==> config.mk <==
export PLATFORM = sky130hd
export DESIGN_NAME = uart_rx_ctrl
export DESIGN_NICKNAME = d
export VERILOG_FILES = /design/src/rtl/uart_rx_ctrl_pkg.sv /design/src/rtl/uart_rx_ctrl_fifo.sv /design/src/rtl/uart_rx_ctrl.sv
export SDC_FILE = /design/constraint.sdc
export NUM_CORES = 1
export LEC_CHECK = 0
export CAP_MARGIN = 20
export CORE_MARGIN = 2
export CORE_UTILIZATION = 37
export CTS_CLUSTER_DIAMETER = 30
export DETAILED_ROUTE_END_ITERATION = 8
export SLEW_MARGIN = 30
export SYNTH_ARGS = -nofsm -noshare
export SYNTH_HDL_FRONTEND = slang
export SYNTH_SLANG_ARGS = --single-unit
export TNS_END_PERCENT = 5
==> constraint.sdc <==
create_clock -name CLK -period 4.1 [get_ports CLK]
set_input_delay 0.615 -clock CLK [delete_from_list [all_inputs] [get_ports CLK]]
set_output_delay 0.615 -clock CLK [all_outputs]
set_load 0.02 [all_outputs]
==> src/rtl/uart_rx_ctrl_pkg.sv <==
// Shared types and constants for the UART receive-side controller.
// Latency: n/a (types only).
// Backpressure: n/a (types only).
package uart_rx_ctrl_pkg;

    // Parity type encodings as seen by UART_Rx.
    localparam logic EVEN = 1'b0;
    localparam logic ODD  = 1'b1;

    // UART_Rx configuration word.
    typedef struct packed {
        logic [5:0] prescale;
        logic       par_en;
        logic       par_typ;
    } rx_cfg_t;

    // Settings loaded at reset: 8x oversampling, no parity.
    localparam rx_cfg_t CFG_RST = '{prescale: 6'd8, par_en: 1'b0, par_typ: EVEN};

    // Config state machine states.
    typedef enum logic [1:0] {
        CFG_RUN   = 2'd0,
        CFG_PEND  = 2'd1,
        CFG_APPLY = 2'd2
    } cfg_state_e;

endpackage

==> src/rtl/uart_rx_ctrl_fifo.sv <==
// Synchronous FIFO holding good received characters; head is read straight from storage.
// Latency: a push into an empty FIFO is visible at the head on the next cycle.
// Backpressure: full/empty exported; caller must not push when full unless popping in the same cycle.
//
// Ports: CLK/RST (sync active-high), i_push/i_push_dat write side,
//        i_pop read side, o_head_dat current head, o_full/o_empty status.
module uart_rx_ctrl_fifo #(
    parameter int DATA_WIDTH = 8,
    parameter int FIFO_DEPTH = 8
) (
    input  logic                  CLK,
    input  logic                  RST,
    input  logic                  i_push,
    input  logic [DATA_WIDTH-1:0] i_push_dat,
    input  logic                  i_pop,
    output logic [DATA_WIDTH-1:0] o_head_dat,
    output logic                  o_full,
    output logic                  o_empty
);

    localparam int AW = $clog2(FIFO_DEPTH);

    // Pointers carry one extra wrap bit so full and empty can be told apart.
    logic [AW:0]           r_wr_ptr;
    logic [AW:0]           r_rd_ptr;
    logic [DATA_WIDTH-1:0] r_mem [FIFO_DEPTH];

    logic [AW-1:0] w_wr_idx;
    logic [AW-1:0] w_rd_idx;

    assign w_wr_idx = r_wr_ptr[AW-1:0];
    assign w_rd_idx = r_rd_ptr[AW-1:0];

    assign o_empty    = (r_wr_ptr == r_rd_ptr);
    assign o_full     = (w_wr_idx == w_rd_idx) && (r_wr_ptr[AW] != r_rd_ptr[AW]);
    assign o_head_dat = r_mem[w_rd_idx];

    // Storage is cleared on reset so the head reads zero while empty after reset.
    always_ff @(posedge CLK) begin
        if (RST) begin
            r_wr_ptr <= '0;
            r_rd_ptr <= '0;
            for (int i = 0; i < FIFO_DEPTH; i++) begin
                r_mem[i] <= '0;
            end
        end else begin
            // When full with a simultaneous pop, the write lands on the slot
            // being popped; the old value is still presented this cycle.
            if (i_push) begin
                r_mem[w_wr_idx] <= i_push_dat;
                r_wr_ptr        <= r_wr_ptr + (AW+1)'(1);
            end
            if (i_pop) begin
                r_rd_ptr <= r_rd_ptr + (AW+1)'(1);
            end
        end
    end

endmodule

==> src/rtl/uart_rx_ctrl.sv <==
// UART_Rx control: owns Prescale/PAR_EN/PAR_TYP, buffers good frames, counts errors, flags overrun.
// Latency: good frame to out_valid 1 cycle; config applied IDLE_CYCLES+1 cycles after cfg_wr on an idle line.
// Backpressure: out_valid/out_ready on the output; frames arriving to a full FIFO are dropped and set overrun.
//
// Ports:
//   CLK, RST                        clock, synchronous active-high reset
//   cfg_wr, cfg_prescale/par_en/par_typ, cfg_busy   config request and pending flag
//   rx_line                         raw serial line, watched for idle
//   Prescale, PAR_EN, PAR_TYP, rx_rst_n             drive UART_Rx
//   rx_p_data, rx_data_valid, rx_parity_error, rx_stop_error   from UART_Rx
//   out_data, out_valid, out_ready  consumer handshake
//   clr_status, overrun, par_err_cnt, stop_err_cnt  status
// Build option: define UART_RX_CTRL_ERR_CNT_EN to build the error counters;
// otherwise par_err_cnt/stop_err_cnt are tied to zero.
module uart_rx_ctrl
    import uart_rx_ctrl_pkg::*;
#(
    parameter int DATA_WIDTH    = 8,
    parameter int FIFO_DEPTH    = 8,
    parameter int IDLE_CYCLES   = 160,
    parameter int ERR_CNT_WIDTH = 8
) (
    input  logic                     CLK,
    input  logic                     RST,
    input  logic                     cfg_wr,
    input  logic [5:0]               cfg_prescale,
    input  logic                     cfg_par_en,
    input  logic                     cfg_par_typ,
    output logic                     cfg_busy,
    input  logic                     rx_line,
    output logic [5:0]               Prescale,
    output logic                     PAR_EN,
    output logic                     PAR_TYP,
    output logic                     rx_rst_n,
    input  logic [DATA_WIDTH-1:0]    rx_p_data,
    input  logic                     rx_data_valid,
    input  logic                     rx_parity_error,
    input  logic                     rx_stop_error,
    output logic [DATA_WIDTH-1:0]    out_data,
    output logic                     out_valid,
    input  logic                     out_ready,
    input  logic                     clr_status,
    output logic                     overrun,
    output logic [ERR_CNT_WIDTH-1:0] par_err_cnt,
    output logic [ERR_CNT_WIDTH-1:0] stop_err_cnt
);

    localparam int IDLE_W = $clog2(IDLE_CYCLES + 1);

    // Plain-vector state encoding, values taken from the shared enum.
    localparam logic [1:0] ST_RUN   = CFG_RUN;
    localparam logic [1:0] ST_PEND  = CFG_PEND;
    localparam logic [1:0] ST_APPLY = CFG_APPLY;

    localparam logic [IDLE_W-1:0] IDLE_LAST = IDLE_W'(IDLE_CYCLES - 1);

    // ------------------------------------------------------------------
    // Configuration
    // ------------------------------------------------------------------
    logic [1:0]        r_state;
    logic [IDLE_W-1:0] r_idle_cnt;
    rx_cfg_t           r_cfg;
    rx_cfg_t           r_cfg_pend;
    rx_cfg_t           w_cfg_in;

    assign w_cfg_in = '{prescale: cfg_prescale, par_en: cfg_par_en, par_typ: cfg_par_typ};

    always_ff @(posedge CLK) begin
        if (RST) begin
            r_state    <= ST_RUN;
            r_idle_cnt <= '0;
            r_cfg      <= CFG_RST;
            r_cfg_pend <= CFG_RST;
        end else begin
            case (r_state)
                ST_RUN: begin
                    if (cfg_wr) begin
                        r_cfg_pend <= w_cfg_in;
                        r_idle_cnt <= '0;
                        r_state    <= ST_PEND;
                    end
                end
                ST_PEND: begin
                    // A rewrite while pending keeps the idle run already seen.
                    if (cfg_wr) begin
                        r_cfg_pend <= w_cfg_in;
                    end
                    if (rx_line) begin
                        if (r_idle_cnt == IDLE_LAST) begin
                            r_idle_cnt <= '0;
                            r_state    <= ST_APPLY;
                        end else begin
                            r_idle_cnt <= r_idle_cnt + IDLE_W'(1);
                        end
                    end else begin
                        r_idle_cnt <= '0;
                    end
                end
                ST_APPLY: begin
                    // The apply still uses the old pending word; a write in
                    // this cycle becomes the next pending request.
                    r_cfg      <= r_cfg_pend;
                    r_idle_cnt <= '0;
                    if (cfg_wr) begin
                        r_cfg_pend <= w_cfg_in;
                        r_state    <= ST_PEND;
                    end else begin
                        r_state    <= ST_RUN;
                    end
                end
                default: begin
                    r_state <= ST_RUN;
                end
            endcase
        end
    end

    assign Prescale = r_cfg.prescale;
    assign PAR_EN   = r_cfg.par_en;
    assign PAR_TYP  = r_cfg.par_typ;
    // Datapath is held in reset for the single apply cycle.
    assign rx_rst_n = (r_state != ST_APPLY);
    assign cfg_busy = (r_state != ST_RUN);

    // ------------------------------------------------------------------
    // Frame buffer
    // ------------------------------------------------------------------
    logic w_push_req;
    logic w_push;
    logic w_pop;
    logic w_drop;
    logic w_full;
    logic w_empty;

    assign w_push_req = rx_data_valid & ~rx_parity_error & ~rx_stop_error;
    assign w_pop      = ~w_empty & out_ready;
    // A full FIFO still accepts a frame when the head leaves in the same cycle.
    assign w_push     = w_push_req & (~w_full | w_pop);
    assign w_drop     = w_push_req & w_full & ~w_pop;

    uart_rx_ctrl_fifo #(
        .DATA_WIDTH (DATA_WIDTH),
        .FIFO_DEPTH (FIFO_DEPTH)
    ) u_fifo (
        .CLK        (CLK),
        .RST        (RST),
        .i_push     (w_push),
        .i_push_dat (rx_p_data),
        .i_pop      (w_pop),
        .o_head_dat (out_data),
        .o_full     (w_full),
        .o_empty    (w_empty)
    );

    assign out_valid = ~w_empty;

    logic r_overrun;

    always_ff @(posedge CLK) begin
        if (RST) begin
            r_overrun <= 1'b0;
        end else if (clr_status) begin
            r_overrun <= 1'b0;
        end else if (w_drop) begin
            r_overrun <= 1'b1;
        end
    end

    assign overrun = r_overrun;

    // ------------------------------------------------------------------
    // Error counters
    // ------------------------------------------------------------------
`ifdef UART_RX_CTRL_ERR_CNT_EN
    logic                     r_par_err_q;
    logic                     r_stop_err_q;
    logic [ERR_CNT_WIDTH-1:0] r_par_cnt;
    logic [ERR_CNT_WIDTH-1:0] r_stop_cnt;
    logic                     w_par_rise;
    logic                     w_stop_rise;

    // Count rising edges so a multi-cycle error flag counts once.
    assign w_par_rise  = rx_parity_error & ~r_par_err_q;
    assign w_stop_rise = rx_stop_error & ~r_stop_err_q;

    always_ff @(posedge CLK) begin
        if (RST) begin
            r_par_err_q  <= 1'b0;
            r_stop_err_q <= 1'b0;
            r_par_cnt    <= '0;
            r_stop_cnt   <= '0;
        end else begin
            r_par_err_q  <= rx_parity_error;
            r_stop_err_q <= rx_stop_error;
            if (clr_status) begin
                r_par_cnt  <= '0;
                r_stop_cnt <= '0;
            end else begin
                if (w_par_rise && (r_par_cnt != '1)) begin
                    r_par_cnt <= r_par_cnt + ERR_CNT_WIDTH'(1);
                end
                if (w_stop_rise && (r_stop_cnt != '1)) begin
                    r_stop_cnt <= r_stop_cnt + ERR_CNT_WIDTH'(1);
                end
            end
        end
    end

    assign par_err_cnt  = r_par_cnt;
    assign stop_err_cnt = r_stop_cnt;
`else
    assign par_err_cnt  = '0;
    assign stop_err_cnt = '0;
`endif

endmodule

# After elaboration in Yosys (flattened, before gate mapping)
# Memories as Yosys holds them, arrays and structs flattened. A register that Yosys moved wholly into a read port is not among the register bits.
# Cells that the tools add are included.
[totals] ramBits=64 regBits=35 mem_count=1 wordCells=66 out_inout_bits=36
[classes] bitwise=12 reduce_logical=10 addsub=3 muxes=19 eq_ne=10
[mem_list] memory="u_fifo.r_mem" depth=8 word_bits=8 read_ports=1 rd_clocked_by_memory_dff=1 write_ports=8 line_no="uart_rx_ctrl_fifo.sv:26" source="logic [DATA_WIDTH-1:0] r_mem [FIFO_DEPTH];"
[ops] op="$mux 8" count=4
[ops] op="$pmux 8 s3" count=1
[ops] op="$mux 3" count=3
[ops] op="$add 4x1->4 const B" count=2
[ops] op="$add 8x1->8 const B" count=1
[ops] op="$eq 8x8->1 const B" count=1
[ops] op="$ne 2x2->1 const B" count=4
[ops] op="$reduce_or 8->1" count=1
[ops] op="$mux 1" count=7
[ops] op="$and 1x1->1" count=6
[ops] op="$mux 2" count=3
[ops] op="$pmux 2 s3" count=1
[ops] op="$not 1->1" count=5
[ops] op="$eq 4x4->1" count=1
[ops] op="$reduce_and 2->1" count=2
[ops] op="$eq 3x3->1" count=1
[ops] op="$reduce_and 3->1" count=1
[ops] op="$reduce_bool 3->1" count=1
[ops] op="$reduce_or 3->1" count=1
[ops] op="$eq 2x1->1 const B" count=1
[ops] op="$eq 2x2->1 const B" count=1
[ops] op="$logic_not 2->1" count=1
[ops] op="$reduce_bool 2->1" count=1
[ops] op="$reduce_or 2->1" count=1
[ops] op="other kinds (3)" count=3

# Logic depth before layout (Yosys ltp)
# Gate-level depths: netlist of the first run.
[logic_depth] ltp_word=10 mapped_depth=6

# Modules after synthesis
# A second synthesis of the first run with hierarchy kept.
[hier_totals] cells_unflattened=376 hier_area_um2=4705.8
[by_module_without_submodules] mod="uart_rx_ctrl_fifo" instances=1 area_per_inst_um2=3458.3 seq_area_each_um2=2142.1 cells_each=223
[by_module_without_submodules] mod="uart_rx_ctrl" instances=1 area_per_inst_um2=1247.4 seq_area_each_um2=540.5 cells_each=153

# Least setup slack after synthesis of the first run
# Ideal clock, no wire load.
[synth_timing] path_kind="reg-to-output" start="reg (tool-made name)" end="out out_data[0]" stages_incl_launch_ff=5 path_slack_ns=1.831 n_path_buf=2 arrival_time_ns=1.654 t_required_ns=3.485 cell_sequence="dfxtp_1 -> buf_2 -> buf_2 -> mux4_2 -> mux2_2"
[synth_rtl] item="end, declared" line_no="uart_rx_ctrl.sv:39" source="output logic [DATA_WIDTH-1:0] out_data,"

# Worst setup path in the final report of the first run
[layout_timing] start="reg u_fifo.r_wr_ptr[2]" end="out out_valid"
[layout_between] elab_chain_len=2
[layout_rtl] item="start, declared" line_no="uart_rx_ctrl_fifo.sv:24" source="logic [AW:0] r_wr_ptr;"
[layout_rtl] item="start signal, assigned" line_no="uart_rx_ctrl_fifo.sv:51" source="r_wr_ptr <= r_wr_ptr + (AW+1)'(1);"
[layout_rtl] item="$eq 4x4->1" line_no="uart_rx_ctrl_fifo.sv:34" source="assign o_empty = (r_wr_ptr == r_rd_ptr);"
[layout_rtl] item="$not 1->1" line_no="uart_rx_ctrl.sv:155" source="assign out_valid = ~w_empty;"
[layout_rtl] item="end, declared" line_no="uart_rx_ctrl.sv:40" source="output logic out_valid,"
# Every way passes these cells.

==> results.ini, run 1 <==
[flow_run]
max_cap_violations=0

[yosys]
yosysWarnings=0
synth-compound-area-share_pct=6.33
synth_edf_count=64
synth_cell_types=45
synth-adder-area-share_pct=0.785
synth-seq-area-share_pct=56.1
yosysMostFrequentCell=and2_1
postSynthRegisterBits=102
synth.top_cell.area_share_pct=40.2
muxShareOfSynthArea_pct=11.0
yosys.area.top_type=edfxtp_1
synth_top_family_by_area=simple AND/OR/NAND/NOR gates
synthTopCellsByArea=edfxtp_1 40%, dfxtp_1 16%, and2_1 8.6%
avgSynthCellArea_um2=12.3
synth_commonest_cells=66 x and2_1, 64 x edfxtp_1, 41 x nand2_1, 38 x dfxtp_1
synthesis.area_mm2=0.00478
synthXorXnorAreaFrac_pct=2.02
synth-simple-area-share_pct=19.0
netlist_instances=390
synth_flop_cell=edfxtp_1
async_flop_share_pct=0

[routing]
drt-initial-drc-count=217
first_pass_iters=4
wl_per_cell_um=16.3
drc=0
drt-total-wl_mm=9.88
viasPerCell=4.82
vias=2930
ant_nets=0

[power]
p_per_area_mw_per_mm2=401
ir_drop_mv=0.205
p_leak_nw=2.04
p_total_mw=2.25

[placed_design]
dp_cells=592
dp_hpwl_mm=6.98
port_buffers=44
globalplace.congestion=0.828
post-place-ws_ns=1.11

[timing]
timing.final.hold_violations=0
setup_tns_ns=0
fin_crit_ns=3.10
fin_skew_ns=0.0100
finalSetupViolCount=0
final_max_slew_viol_count=0
setup_ws_ns=1.00
max_slew_margin_pct=47.7
worstMarginPinSlew_ns=0.783
rsz0062_at_grt=false
holdWs_ns=0.457
fmax_mhz=323
post-route-period-util_pct=75.6

[global_routing]
grt_max_degree=41
grt_use_total_pct=15.1
antenna_found_initial=0
grt_pass1_wl_mm=16.0
gr-total-overflow=0
grt_pass1_vias=2901

[worst_setup_path]
worst_ep_arrival_time_ns=2.48
critPathKind=flop to output pin
crit_required_ns=3.48
critPathMaxFanout=14
critPathLaunchType=flop
crit_path_cell_trace=xor2_1, nor3_4, nand2_1, clkdlybuf4s50_1
slowest_stage=nor3_4
r2r_setup_slack_ns=1.66
slowest_delay_ns=0.66
cp-end-kind=output pin

[finish]
register_area_mm2=0.00268
area_growth_pct=17.7
nFillCells=1178
drive_gt1_share_pct=15.6
n_antenna_cell=0
fin_cells=608
nNetsFinal=459
multiInputGateArea_mm2=0.00193

[cts]
numCtsBuffers=9
cts_buffer_depth=2
clkTransAtPathRegs_ns=0.07
cts_resized=0
cts_setup_buffers=0
cts_hold_buf=0
htree_levels=3
cts-root-buf=clkbuf_16
cts.sinks=102
clock_latency_ns=0.35
cts_tree=yes

[floorplan]
start_util_pct=37.9
die_w_um=118
rows=41
coreArea_mm2=0.0126
die_h_um=118
die_area_mm2=0.0138
ioPinCount=61

[worst_hold_path]
hp-class=flop to flop

[status]
status=complete, no violations

-- layout by cell type, fill, tap and decap left out, drive strengths merged, types with 3 or more instances in the layout --
cell type and n:
a2111oi 3, a211oi 7, a21oi 19, and2 66, buf 4, clkbuf 9, clkdlybuf4s50 44, clkinvlp 3
conb 16, dfxtp 38, edfxtp 64, ha 3, inv 7, mux2 12, mux2i 3, mux4 16
nand2 41, nand3 7, nand3b 4, nand4 3, nor2 19, nor2b 4, nor3 4, or2 9
xnor2 3, xor2 8
-- critical path, delay by kind of cell (launching register included) --
kind                      cells  cell delay (ns)
DFF                           1             0.56
xor gates and xnor gates      1             0.20
buffers and inverters         1             0.59
and+or+nand+nor               2             0.78
-- final timing paths --
check,cells after the start,from,to
max reg2reg,4,u_fifo.r_wr_ptr[2],u_fifo.r_mem[0][3]
min reg2reg,2,r_cfg_pend[0],PAR_TYP
max,4,u_fifo.r_wr_ptr[2],out_valid
min,2,r_cfg_pend[0],PAR_TYP
-- layout make-up --
class | count | area share (%)
Clock buffer | 9 | 4.00
Clock inverter | 7 | 1.44
Inverter | 6 | 0.400
Multi-Input combinational cell | 264 | 34.3
Sequential cell | 102 | 47.7
Tap cell | 172 | 3.82
Timing Repair Buffer | 48 | 8.36
-- metal layers --
| metal | wire [um] | GRT usage [%] |
|---|---|---|
| met1 | 4710 | 20.8 |
| met2 | 4540 | 23.6 |
| met3 | 557 | 3.97 |
| met4 | 76 | 4.29 |
| met5 | 0 | 0 |
-- kinds of logic after synthesis --
| group | count (synthesis) |
|---|---|
| fa+ha+maj | 3 |
| compound gates | 37 |
| flops | 102 |
| mux | 31 |
| other cells | 1 |
| xor+xnor | 11 |
| simple gates | 166 |
| buf+inv | 39 |
-- state kept, by name (all words and copies together), names as in the netlist, named ones only --
name             count
r_cfg_pend           8
r_state              2
PAR_EN               1
overrun              1
r_idle_cnt           8
PAR_TYP              1
u_fifo.r_mem        64
u_fifo.r_wr_ptr      4
u_fifo.r_rd_ptr      4
Prescale             6
-- where the power goes --
group | total [mW] | internal, mW | leakage, nW | switching, mW
clock network | 0.865 | 0.480 | 0.140 | 0.385
registers | 1.14 | 1.12 | 0.970 | 0.0214
logic | 0.247 | 0.111 | 0.926 | 0.136
total | 2.25 | 1.71 | 2.04 | 0.542
-- stage by stage --
stage          utilization (%)  instance area, um^2
2_1_floorplan                -                 4840
5_1_grt                   44.6                 5630
4_1_cts                   44.6                 5630
3_3_place_gp              42.2                 5320
3_5_place_dp              42.2                 5320
6_report                  44.6                 5630
Power figures use the tool's default switching activity.
==> run 2, diff against run 1 <==
Clock period 4.1 ns to 2.88 ns, I/O delays scaled along.
==> results.ini, run 2 (synthesized netlist as in run 1, its figures left out) <==
[timing]
fin_skew_ns=0.00727  ; -0.00278 ns
finalSetupViolCount=0  ; unchanged
worstMarginPinSlew_ns=0.572  ; -0.211 ns
fin_crit_ns=2.72
fmax_mhz=368
timing.final.hold_violations=0  ; unchanged
max_slew_margin_pct=61.8  ; +14 points
setup_tns_ns=0  ; unchanged
final_max_slew_viol_count=0  ; unchanged
post-route-period-util_pct=94.4
rsz0062_at_grt=false

[placed_design]
place_area_mm2=0.00542  ; +1.8%
globalplace.congestion=0.781  ; -5.7%
port_buffers=44  ; unchanged
dp_cells=603  ; +1.9%
dp_hpwl_mm=6.50  ; -7.0%

[routing]
drc=0  ; unchanged
drt-initial-drc-count=98  ; -55%
drt-total-wl_mm=9.41  ; -4.8%
ant_nets=0  ; unchanged
wl_per_cell_um=15.2  ; -6.2%
viasPerCell=4.75  ; -1.4%
vias=2931  ; +0.034%
first_pass_iters=4  ; unchanged

[finish]
final_util_pct=45.2  ; +0.59 points
largest_reg_flops=64  ; unchanged
fin_cells=617  ; +1.5%
nNetsFinal=470  ; +2.4%
final_area_mm2=0.00570  ; +1.3%
drive_gt1_share_pct=17.3  ; +1.7 points
layout_common_cells=66 x and2_1, 64 x edfxtp_1, 44 x clkdlybuf4s50_1, 41 x nand2_1, 38 x dfxtp_1
top_register=u_fifo.r_mem
n_antenna_cell=0  ; unchanged
area_growth_pct=19.3
reg.largest.list=u_fifo.r_mem x64, r_cfg_pend x8, r_idle_cnt x8
layout_commonest_cell=and2_1

[cts]
cts.sinks=102  ; unchanged
cts_buffer_depth=2  ; unchanged
cts_setup_buffers=0  ; unchanged
cts_resized=0  ; unchanged
clkTransAtPathRegs_ns=0.06  ; about the same
numCtsBuffers=9  ; unchanged
cts_hold_buf=0  ; unchanged
htree_levels=3  ; unchanged
cts_tree=yes
cts-root-buf=clkbuf_16
clock_latency_ns=0.34  ; about the same

[worst_setup_path]
slowest_delay_ns=0.55  ; -0.11 ns
r2r.worst_path.cells=5  ; +1
r2r_setup_slack_ns=0.71  ; -0.95 ns
critPathKind=flop to output pin
crit_path_cell_trace=buf_12, mux4_2, mux2_2, clkdlybuf4s50_1
cp-end-kind=output pin
crit_required_ns=2.45  ; -1.03 ns
worst_ep_arrival_time_ns=2.29  ; -0.19 ns
timing.rr.start=u_fifo.r_wr_ptr[2]
critPathMaxFanout=16  ; +2
slowest_stage=clkdlybuf4s50_1
critPathLaunchType=flop
r2r-end=u_fifo.r_mem[3][2]

[worst_hold_path]
hp-class=flop to flop
hp-start=Prescale[2]
min_path_cells=2  ; unchanged
whs_endpoint=Prescale[2]

[global_routing]
grt_pass1_vias=2939  ; +1.3%
grt_max_degree=41  ; unchanged
antenna_found_initial=0  ; unchanged
grt_pass1_wl_mm=15.2  ; -4.4%
grt_use_total_pct=14.3  ; -0.86 points
gr-total-overflow=0  ; unchanged

[floorplan]
die_area_mm2=0.0138  ; unchanged
start_util_pct=37.9  ; unchanged
ioPinCount=61  ; unchanged
rows=41  ; unchanged
coreArea_mm2=0.0126  ; unchanged
die_w_um=118  ; unchanged
die_h_um=118  ; unchanged

[power]
p_per_area_mw_per_mm2=556  ; +39%
ir_drop_mv=0.276  ; +34%
p_leak_nw=2.10  ; +3.1%

[status]
status=complete, no violations

[flow_run]
max_cap_violations=0  ; unchanged

[run 2: critical path, delay by kind of cell (launching register included)]
kind,cells,cell delay [ns]
multiplexers,2,0.84
flip-flops,1,0.35
buffers and inverters,2,0.74
[run 2: area by class of cell]
type	count	area, um^2
clock inverter	5	61.3
tap	172	215
sequential	102	2680
multi-input combinational	264	1930
fill	1197	6920
inverter	6	22.5
clock buffer	9	225
timing repair buffer	59	566
[run 2: worst max path at each step]
| stage | start | endpoint | cells after the start |
|---|---|---|---|
| detailed placement | rx_parity_error | u_fifo.r_mem[3][6] | 5 |
| finish | flop | out_data[4] | 4 |
| floorplan | flop | out_data[0] | 4 |
| global placement | rx_parity_error | u_fifo.r_mem[3][6] | 5 |
| CTS | flop | out_data[4] | 4 |
| global route | flop | out_data[5] | 4 |
[run 2: report_power, final]
part | total (mW) | internal (mW) | switching [mW]
logic | 0.372 | 0.171 | 0.200
clock network | 1.19 | 0.668 | 0.517
registers | 1.62 | 1.60 | 0.0203
[run 2: metrics by stage]
stage / setup slack, ns / hold WS [ns] / power, mW
2_1_floorplan: 0.794 / 0.432 / 1.90
3_3_place_gp: 0.296 / 0.438 / 2.02
4_1_cts: 0.146 / 0.460 / 3.21
3_5_place_dp: 0.257 / 0.451 / 2.03
5_1_grt: 0.109 / 0.471 / 3.29
6_report: 0.162 / 0.456 / 3.17
[run 2: metal layers]
| metal | GRT usage [%] | vias to the layer above | share of wire [%] |
|---|---|---|---|
| li1 | - | 1452 | - |
| met1 | 17.4 | 1411 | 44 |
| met2 | 24.5 | 57 | 50 |
| met3 | 4.22 | 11 | 4.5 |
| met4 | 4.07 | 0 | 1.2 |
| met5 | 0 | - | 0 |
==> run 3, diff against run 2 <==
Settings changed: CAP_MARGIN 20 to 30, PLACE_DENSITY_LB_ADDON from default to 0.2, RECOVER_POWER from default to 100.
==> results.ini, run 3 (synthesized netlist as in run 1, its figures left out) <==
[status]
status=complete, no violations

[timing]
fin_crit_ns=2.72  ; +0.00384 ns
setup_tns_ns=0  ; unchanged
fin_skew_ns=0.00899  ; +0.00173 ns
setup_ws_ns=0.158  ; -0.00384 ns
worstMarginPinSlew_ns=0.973  ; +0.401 ns
post-route-period-util_pct=94.5  ; +0.13 points
final_max_slew_viol_count=0  ; unchanged
rsz0062_at_grt=false
fmax_mhz=367  ; -0.14%
holdWs_ns=0.455  ; -0.000807 ns
timing.final.hold_violations=0  ; unchanged
max_slew_margin_pct=34.7  ; -27 points
finalSetupViolCount=0  ; unchanged

[worst_setup_path]
worst_ep_arrival_time_ns=2.29  ; about the same
slowest_delay_ns=0.54  ; about the same
slowest_stage=mux4_2
crit_path_cell_trace=buf_12, mux4_2, mux2_2, clkdlybuf4s50_1
critPathMaxFanout=16  ; unchanged
critPathKind=flop to output pin
path_delay_family=multiplexers
crit_required_ns=2.45  ; about the same
cp-end-kind=output pin
critPathLaunchType=flop
path_buf_inv=2  ; unchanged

[floorplan]
die_area_mm2=0.0138  ; unchanged
die_h_um=118  ; unchanged
die_w_um=118  ; unchanged
ioPinCount=61  ; unchanged
rows=41  ; unchanged
start_util_pct=37.9  ; unchanged
coreArea_mm2=0.0126  ; unchanged

[finish]
area_growth_pct=17.1
layout_common_cells=64 x edfxtp_1, 41 x nand2_1, 39 x and2_0, 38 x dfxtp_1, 31 x clkdlybuf4s50_1
largest_reg_flops=64  ; unchanged
nNetsFinal=470  ; unchanged
final_area_mm2=0.00560  ; -1.8%
reg.largest.list=u_fifo.r_mem x64, r_cfg_pend x8, r_idle_cnt x8
n_antenna_cell=0  ; unchanged
final_util_pct=44.4  ; -0.82 points
top_register=u_fifo.r_mem
drive_gt1_share_pct=11.4  ; -5.9 points
layout_commonest_cell=edfxtp_1
fin_cells=618  ; +0.16%
nFillCells=1236  ; +3.3%

[routing]
viasPerCell=4.74  ; -0.23%
vias=2929  ; -0.068%
drc=0  ; unchanged
drt-initial-drc-count=126  ; +29%
first_pass_iters=4  ; unchanged
drt-total-wl_mm=9.53  ; +1.3%
wl_per_cell_um=15.4  ; +1.1%
ant_nets=0  ; unchanged

[power]
pwr-share-comb_pct=11.0  ; -0.7 points
p_per_area_mw_per_mm2=566  ; +1.7%
intPower_mw=2.43  ; -0.22%
p_leak_nw=2.02  ; -3.7%
p_total_mw=3.17  ; -0.15%
p_sw_mw=0.739  ; about the same
netSwitchingFraction_pct=23.3  ; +0.053 points
p_clk_share_pct=37.9  ; +0.5 points
ir_drop_mv=0.343  ; +24%
seqPwrFrac_pct=51.1  ; +0.2 points

[global_routing]
grt_pass1_vias=3061  ; +4.2%
grt_pass1_wl_mm=15.8  ; +3.5%
grt_use_total_pct=14.6  ; +0.33 points
antenna_found_initial=0  ; unchanged
gr-total-overflow=0  ; unchanged
grt_max_degree=41  ; unchanged

[placed_design]
globalplace.congestion=0.793  ; +1.5%
place_area_mm2=0.00542  ; unchanged
dp_hpwl_mm=6.65  ; +2.4%
dp_cells=603  ; unchanged
port_buffers=44  ; unchanged
post-place-ws_ns=0.293  ; +0.0365 ns

[cts]
clock_latency_ns=0.34  ; about the same
clkTransAtPathRegs_ns=0.06  ; about the same
cts_tree=yes
htree_levels=3  ; unchanged
cts_buffer_depth=2  ; unchanged
cts_setup_buffers=0  ; unchanged
cts_hold_buf=0  ; unchanged
cts.sinks=102  ; unchanged
numCtsBuffers=9  ; unchanged
cts_resized=0  ; unchanged
cts-root-buf=clkbuf_16

[worst_hold_path]
hp-class=flop to flop

[flow_run]
max_cap_violations=0  ; unchanged

run 3: cell types whose count changed in the layout (fill, tap and decap cells not counted), sizes merged:
cell,before,now
buf,15,7
inv,6,7
dlygate4sd3,0,13
clkdlybuf4s50,44,31
clkinvlp,0,1
clkinv,4,2
clkbuf,9,18
run 3: worst register-to-register path: cells and delay by family, from the launching register on:
kind,cells,cell delay [ns]
DFF,1,0.48
AOI/OAI and AO/OA,1,0.54
buffers and inverters,1,0.26
and+or+nand+nor,2,0.61
xor gates and xnor gates,1,0.32
run 3: power by group through the flow:
stage                     registers, mW  clock network [mW]  logic, mW
final                              1.62                1.20      0.349
after global routing               1.62                1.29      0.380
after CTS                          1.62                1.23      0.376
after detailed placement           1.65                   0      0.375
after global placement             1.65                   0      0.374
after floorplan                    1.64                   0      0.258
run 3: area by class of cell:
class / instances / area (um^2) / share of cell area (%)
Tap cell: 172 / 215 / 3.84
Sequential cell: 102 / 2680 / 47.9
Clock inverter: 5 / 58.8 / 1.05
Timing Repair Buffer: 59 / 536 / 9.56
Inverter: 6 / 22.5 / 0.402
Multi-Input combinational cell: 264 / 1860 / 33.2
Clock buffer: 10 / 229 / 4.09
run 3: path summary, 6_finish.rpt:
kind	startpoint	end	slack (ns)	depth (start not counted)
hold reg to reg	Prescale[1]	Prescale[1]	0.45	2
setup / recovery	flop	out_data[6]	0.16	4
setup reg to reg	u_fifo.r_wr_ptr[2]	u_fifo.r_mem[2][7]	0.31	5
hold / removal	Prescale[1]	Prescale[1]	0.45	2
run 3: metal layers:
metal	global-route usage (%)	routed length (um)	part of all wire (%)
met1	17.0	4150	44
met2	25.9	4830	51
met3	4.12	425	4.5
met4	4.52	123	1.3
met5	0	0	0
